--- src/rtl/tx_scheduler_if.sv ---
// Requester lanes and transmitter handshake of the shared
// serial transmit path.
interface tx_scheduler_if #(
  parameter int NumReq  = 4,
  parameter int DataLen = 8,
  parameter int Parity  = 1
);
  logic [NumReq-1:0]         ReqValid;
  logic [NumReq*DataLen-1:0] ReqData;
  logic [NumReq-1:0]         ReqAck;
  logic                      DataAvilable;
  logic [DataLen+Parity-1:0] DataOutput;
  logic                      DataFetched;

  modport master (
    input  ReqValid, ReqData, DataFetched,
    output ReqAck, DataAvilable, DataOutput
  );

  modport slave (
    output ReqValid, ReqData, DataFetched,
    input  ReqAck, DataAvilable, DataOutput
  );
endinterface

--- src/rtl/tx_scheduler.sv ---
// Round-robin burst scheduler sharing one serial transmitter
// between NumReq byte producers, with optional header and parity.
module tx_scheduler #(
  parameter int NumReq       = 4,
  parameter int DataLen      = 8,
  parameter int Parity       = 1,
  parameter int ParityEven   = 1,
  parameter int HeaderEnable = 1,
  parameter int MaxBurst     = 4
) (
  input  logic                      clk,
  input  logic                      rst,
  tx_scheduler_if.master            bus,
  output logic [$clog2(NumReq)-1:0] GrantId,
  output logic                      Busy
);
  localparam int GW = $clog2(NumReq);
  localparam int OW = DataLen + Parity;

  typedef enum logic [2:0] {
    IDLE, HDR, HDR_WAIT, LOAD, DATA_WAIT
  } state_t;

  state_t              state_q, state_d;
  logic [GW-1:0]       grant_q, grant_d;
  logic [GW-1:0]       last_q, last_d;
  logic [GW-1:0]       winner;
  logic [3:0]          burst_q, burst_d;
  logic                avail_q, avail_d;
  logic [OW-1:0]       out_q, out_d;
  logic [NumReq-1:0]   ack_q, ack_d;
  logic [DataLen-1:0]  lane;
  logic                found;
  logic                req_g;
  int                  idx;

  function automatic logic [OW-1:0] mk_word(
    input logic [DataLen-1:0] d
  );
    logic p;
    p = (ParityEven != 0) ? ^d : ~^d;
    return OW'({p, d});
  endfunction

  // Rotating priority: search starts just after the last grant.
  always_comb begin
    winner = last_q;
    found  = 1'b0;
    idx    = 0;
    for (int k = 1; k <= NumReq; k++) begin
      idx = int'(last_q) + k;
      if (idx >= NumReq) idx = idx - NumReq;
      if (!found && bus.ReqValid[GW'(idx)]) begin
        winner = GW'(idx);
        found  = 1'b1;
      end
    end
  end

  always_comb begin
    lane = '0;
    for (int i = 0; i < NumReq; i++)
      if (grant_q == GW'(i))
        lane = bus.ReqData[i*DataLen +: DataLen];
  end

  assign req_g = bus.ReqValid[grant_q];

  always_comb begin
    state_d = state_q;
    grant_d = grant_q;
    last_d  = last_q;
    burst_d = burst_q;
    avail_d = avail_q;
    out_d   = out_q;
    ack_d   = '0;
    unique case (state_q)
      IDLE: begin
        if (|bus.ReqValid) begin
          grant_d = winner;
          burst_d = '0;
          state_d = (HeaderEnable != 0) ? HDR : LOAD;
        end
      end
      HDR: begin
        out_d   = mk_word(DataLen'(grant_q));
        avail_d = 1'b1;
        state_d = HDR_WAIT;
      end
      HDR_WAIT: begin
        if (bus.DataFetched) begin
          avail_d = 1'b0;
          if (req_g) begin
            state_d = LOAD;
          end else begin
            state_d = IDLE;
            last_d  = grant_q;
          end
        end
      end
      LOAD: begin
        if (req_g) begin
          out_d          = mk_word(lane);
          avail_d        = 1'b1;
          ack_d[grant_q] = 1'b1;
          burst_d        = burst_q + 4'd1;
          state_d        = DATA_WAIT;
        end else begin
          state_d = IDLE;
          last_d  = grant_q;
        end
      end
      DATA_WAIT: begin
        if (bus.DataFetched) begin
          avail_d = 1'b0;
          if (req_g && burst_q < 4'(MaxBurst)) begin
            state_d = LOAD;
          end else begin
            state_d = IDLE;
            last_d  = grant_q;
          end
        end
      end
      default: state_d = IDLE;
    endcase
  end

  always_ff @(posedge clk) begin
    if (rst) begin
      state_q <= IDLE;
      grant_q <= '0;
      last_q  <= GW'(NumReq - 1);
      burst_q <= '0;
      avail_q <= 1'b0;
      out_q   <= '0;
      ack_q   <= '0;
    end else begin
      state_q <= state_d;
      grant_q <= grant_d;
      last_q  <= last_d;
      burst_q <= burst_d;
      avail_q <= avail_d;
      out_q   <= out_d;
      ack_q   <= ack_d;
    end
  end

  assign bus.ReqAck       = ack_q;
  assign bus.DataAvilable = avail_q;
  assign bus.DataOutput   = out_q;
  assign GrantId          = grant_q;
  assign Busy             = (state_q != IDLE);
endmodule

--- src/flat_wrapper.sv ---
// flat-port wrapper written by rule: the top's interface ports become plain ports
module tx_scheduler_flat 
#(
  parameter int NumReq       = 4,
  parameter int DataLen      = 8,
  parameter int Parity       = 1,
  parameter int ParityEven   = 1,
  parameter int HeaderEnable = 1,
  parameter int MaxBurst     = 4
)
  (clk, rst, GrantId, Busy, bus_ReqValid, bus_ReqData, bus_DataFetched, bus_ReqAck, bus_DataAvilable, bus_DataOutput);
  tx_scheduler_if #(.NumReq(NumReq), .DataLen(DataLen), .Parity(Parity)) bus_i ();
  input  logic clk;
  input  logic rst;
  output logic [$clog2(NumReq)-1:0] GrantId;
  output logic Busy;
  input wire logic [$bits(bus_i.ReqValid)-1:0] bus_ReqValid;
  input wire logic [$bits(bus_i.ReqData)-1:0] bus_ReqData;
  input wire logic [$bits(bus_i.DataFetched)-1:0] bus_DataFetched;
  output wire logic [$bits(bus_i.ReqAck)-1:0] bus_ReqAck;
  output wire logic [$bits(bus_i.DataAvilable)-1:0] bus_DataAvilable;
  output wire logic [$bits(bus_i.DataOutput)-1:0] bus_DataOutput;
  assign bus_i.ReqValid = bus_ReqValid;
  assign bus_i.ReqData = bus_ReqData;
  assign bus_i.DataFetched = bus_DataFetched;
  assign bus_ReqAck = bus_i.ReqAck;
  assign bus_DataAvilable = bus_i.DataAvilable;
  assign bus_DataOutput = bus_i.DataOutput;
  tx_scheduler #(.NumReq(NumReq), .DataLen(DataLen), .Parity(Parity), .ParityEven(ParityEven), .HeaderEnable(HeaderEnable), .MaxBurst(MaxBurst)) u_core (.clk(clk), .rst(rst), .bus(bus_i), .GrantId(GrantId), .Busy(Busy));
endmodule
--- config.mk ---
export PLATFORM = sky130hd
export DESIGN_NAME = tx_scheduler_flat
export DESIGN_NICKNAME = d
export VERILOG_FILES = /design/src/rtl/tx_scheduler_if.sv /design/src/rtl/tx_scheduler.sv /design/src/flat_wrapper.sv
export SDC_FILE = /design/constraint.sdc
export NUM_CORES = 1
export LEC_CHECK = 0
export ABC_AREA = 0
export BUFFER_PORTS_ARGS = -buffer_cell sky130_fd_sc_hd__buf_2
export CAP_MARGIN = 20
export CORE_AREA = 3 3 75 77
export CTS_CLUSTER_SIZE = 30
export DETAILED_ROUTE_END_ITERATION = 8
export DIE_AREA = 0 0 78 80
export PLACE_DENSITY = 0.6
export SLEW_MARGIN = 15
export SYNTH_ARGS = -nofsm -noshare
export SYNTH_HDL_FRONTEND = slang
export SYNTH_SLANG_ARGS = --single-unit
--- constraint.sdc ---
create_clock -name clk -period 1.9 [get_ports clk]
set_input_delay 0.38 -clock clk [delete_from_list [all_inputs] [get_ports clk]]
set_output_delay 0.38 -clock clk [all_outputs]
set_load 0.01 [all_outputs]
==> results.sh <==
export IMPL_status="finished, violations left"
export IMPL_violations="setup timing"
export IMPL_syn_num_nets=241
export IMPL_core_area_um2=5070
export IMPL_ant_nets=0
export IMPL_ys_top_cells_by_area="dfxtp_1 31%, a21oi_1 4.4%, nor2_1 4.2%"
export IMPL_power_density_nw_per_um2=1320
export IMPL_routed_wirelength_mm=4.75
export IMPL_io_pin_count=56
export IMPL_clkTransAtPathRegs_ns=0.09
export IMPL_cp_start_kind="flop"
export IMPL_dr_pass1_iters=4
export IMPL_swShare_pct=39.4
export IMPL_start_util_pct=31.7
export IMPL_worst_r2r_startpoint="u_core.GrantId[1]"
export IMPL_report_final_slew_viol_count=0
export IMPL_crit_start="u_core.GrantId[1]"
export IMPL_grt_max_degree=20
export IMPL_hold_class="in2reg"
export IMPL_dr_total_vias=1812
export IMPL_setup_violations=1
export IMPL_ir_worst_vdd_v=0.000604
export IMPL_synthFlopType="dfxtp_1"
export IMPL_min_from="bus_DataFetched"
export IMPL_power_switching_mw=1.20
export IMPL_fin_util_pct=45.2
export IMPL_p_comb_share_pct=66.0
export IMPL_yosysSeqAreaShare_pct=31.1
export IMPL_pwr_share_clk_pct=10.8
export IMPL_grt_first_pass_wirelength_mm=7.71
export IMPL_dieArea_um2=6240
export IMPL_total_power_mw=3.04
export IMPL_yosys_area_top_type_share_pct=31.1
export IMPL_cts_sinks=25
export IMPL_yosysTopAreaCell="dfxtp_1"
export IMPL_layout_nets=330
export IMPL_rsz0062_at_grt="yes"
export IMPL_overflow=0
export IMPL_drcViolationCount=0
export IMPL_root_buffer="clkbuf_8"
export IMPL_fin_ws_ns=-0.232
export IMPL_synth_cells=197
export IMPL_cts_htree_levels=1
export IMPL_max_freq_mhz=469
export IMPL_n_antenna_cell=0
export IMPL_crit_required_ns=2.09
export IMPL_ys_ff_latch=25
export IMPL_internal_power_mw=1.84
export IMPL_drive_above_1_share_pct=41.8
export IMPL_fp_dieW_um=78
export IMPL_syn_to_final_growth_pct=42.6
export IMPL_synth_avg_cell_area_um2=8.17
export IMPL_crit_type="reg2reg"
export IMPL_cap_violations=0
export IMPL_synth_area_um2=1610
export IMPL_fin_crit_ns=2.13
export IMPL_cts_buffer_depth=2
export IMPL_grt_usage_pct=15.4
export IMPL_hold_viol_final=0
export IMPL_vias_per_cell=5.10
export IMPL_ys_warn_count=0
export IMPL_io_buffers=55
export IMPL_pre_cts_ws_ns=-0.277
export IMPL_worst_pin_slew_ns=0.413
export IMPL_synth_cell_types=53
export IMPL_ys_async_sr_fraction_pct=0
export IMPL_dieHeight_um=80
export IMPL_synth_most_common_cell="dfxtp_1"
export IMPL_cts_buffers=3
export IMPL_timing_final_crit_share_pct=112
export IMPL_drtIter0Drc=86
export IMPL_cts_tree="built"
export IMPL_arrival_ns=2.32
export IMPL_worst_skew_pair_late_latency_ns=0.27
export IMPL_grt_antenna_before_repair=0
export IMPL_worst_path_max_fanout=5
export IMPL_gp_congestion=0.880
export IMPL_finClkSkew_ns=0.00355
export IMPL_whs_ns=0.427
export IMPL_routedWlPerCell_um=13.4
export IMPL_grt_pass1_vias=1751
export IMPL_dpl_hpwl_mm=3.86
export IMPL_cp_end_kind="flop"
export IMPL_synth_edf_count=0
export IMPL_p_leak_nw=1.03
export IMPL_netlist_top_cells_count="25 x dfxtp_1, 18 x nor2_1, 16 x nand2_1"
export IMPL_row_count=26
export IMPL_seq_power_share_pct=23.2
export IMPL_slew_headroom_pct=72.2
export IMPL_cts_setup_buffers=0
-- final timing paths --
check	end	slack [ns]	depth (start not counted)
worst min-delay path	u_core.bus.DataAvilable	0.43	2
worst max register to register	u_core.bus.DataOutput[8]	-0.23	9
worst max-delay path	u_core.bus.DataOutput[8]	-0.23	9
worst min register to register	u_core.bus.DataOutput[6]	0.47	2
-- layout make-up --
class | count | area [um^2]
Timing Repair Buffer | 94 | 581
Fill cell | 519 | 2780
Tap cell | 70 | 87.6
Clock buffer | 3 | 41.3
Sequential cell | 25 | 508
Multi-Input combinational cell | 154 | 1040
Inverter | 8 | 32.5
Clock inverter | 1 | 6.26
-- per-layer routing --
metal  vias to the layer above  wire [um]  track usage, %
met3                         2        183            3.16
met5                         -          0               0
met1                       861       2160            18.4
met2                        34       2380            28.0
li1                        915          -               -
met4                         0         24            3.67
-- critical path, stage by stage (launching register included) --
cell and delay (ns):
dfxtp_4 0.38, inv_1 0.08, ha_2 0.20, and2b_4 0.27, a22oi_1 0.08, o2111ai_1 0.18
o31ai_1 0.10, a21oi_1 0.14, xnor3_1 0.41, a221oi_2 0.20
-- cells by family (layout without fill, tap and decap cells) --
logic type	after synthesis	in the layout	share of synthesized area [%]
AOI/OAI and AO/OA	65	65	28.1
xor gates and xnor gates	5	5	3.57
adders and majority gates	5	5	3.89
buffers and inverters	18	106	6.22
DFF	25	25	31.1
muxes	3	3	2.64
and+or+nand+nor	76	76	24.5
-- stage by stage --
stage / cells / area [um^2] / setup TNS [ns]
final: 355 / 2300 / -0.232
after global routing: 355 / 2300 / -0.390
after CTS: 355 / 2280 / -0.247
after detailed placement: 351 / 2220 / -0.277
after global placement: 351 / 2220 / -0.260
after floorplan: 197 / 1620 / -0.114
-- placed cells by master (no fill, tap or decap), drive strengths merged, types with 6 or more instances in the layout --
cell	instances
o211ai	6
nand3	9
nor3	8
a21oi	14
a31oi	9
nor2	20
nand2	16
inv	9
dfxtp	25
o21ai	8
buf	94
nand2b	6
-- registers in the layout, summed over array words and instances (netlist names) --
register	flops
u_core.bus.DataOutput	9
u_core.last_q	2
u_core.state_q	3
u_core.burst_q	4
u_core.bus.ReqAck	4
u_core.bus.DataAvilable	1
u_core.GrantId	2
-- power by group through the flow --
stage          sequential [mW]  combinational, mW  clock, mW
2_1_floorplan            0.726               1.24          0
3_3_place_gp             0.715               1.96          0
3_5_place_dp             0.716               1.97          0
4_1_cts                  0.705               2.00      0.341
5_1_grt                  0.718               2.21      0.357
6_report                 0.705               2.00      0.327
-- timing repair --
item	CTS	global route
gates resized for setup	5	4
setup endpoints to repair	1	5
hold endpoints to repair	0	0
hold buffers	0	0
Power figures use the tool's default switching activity.
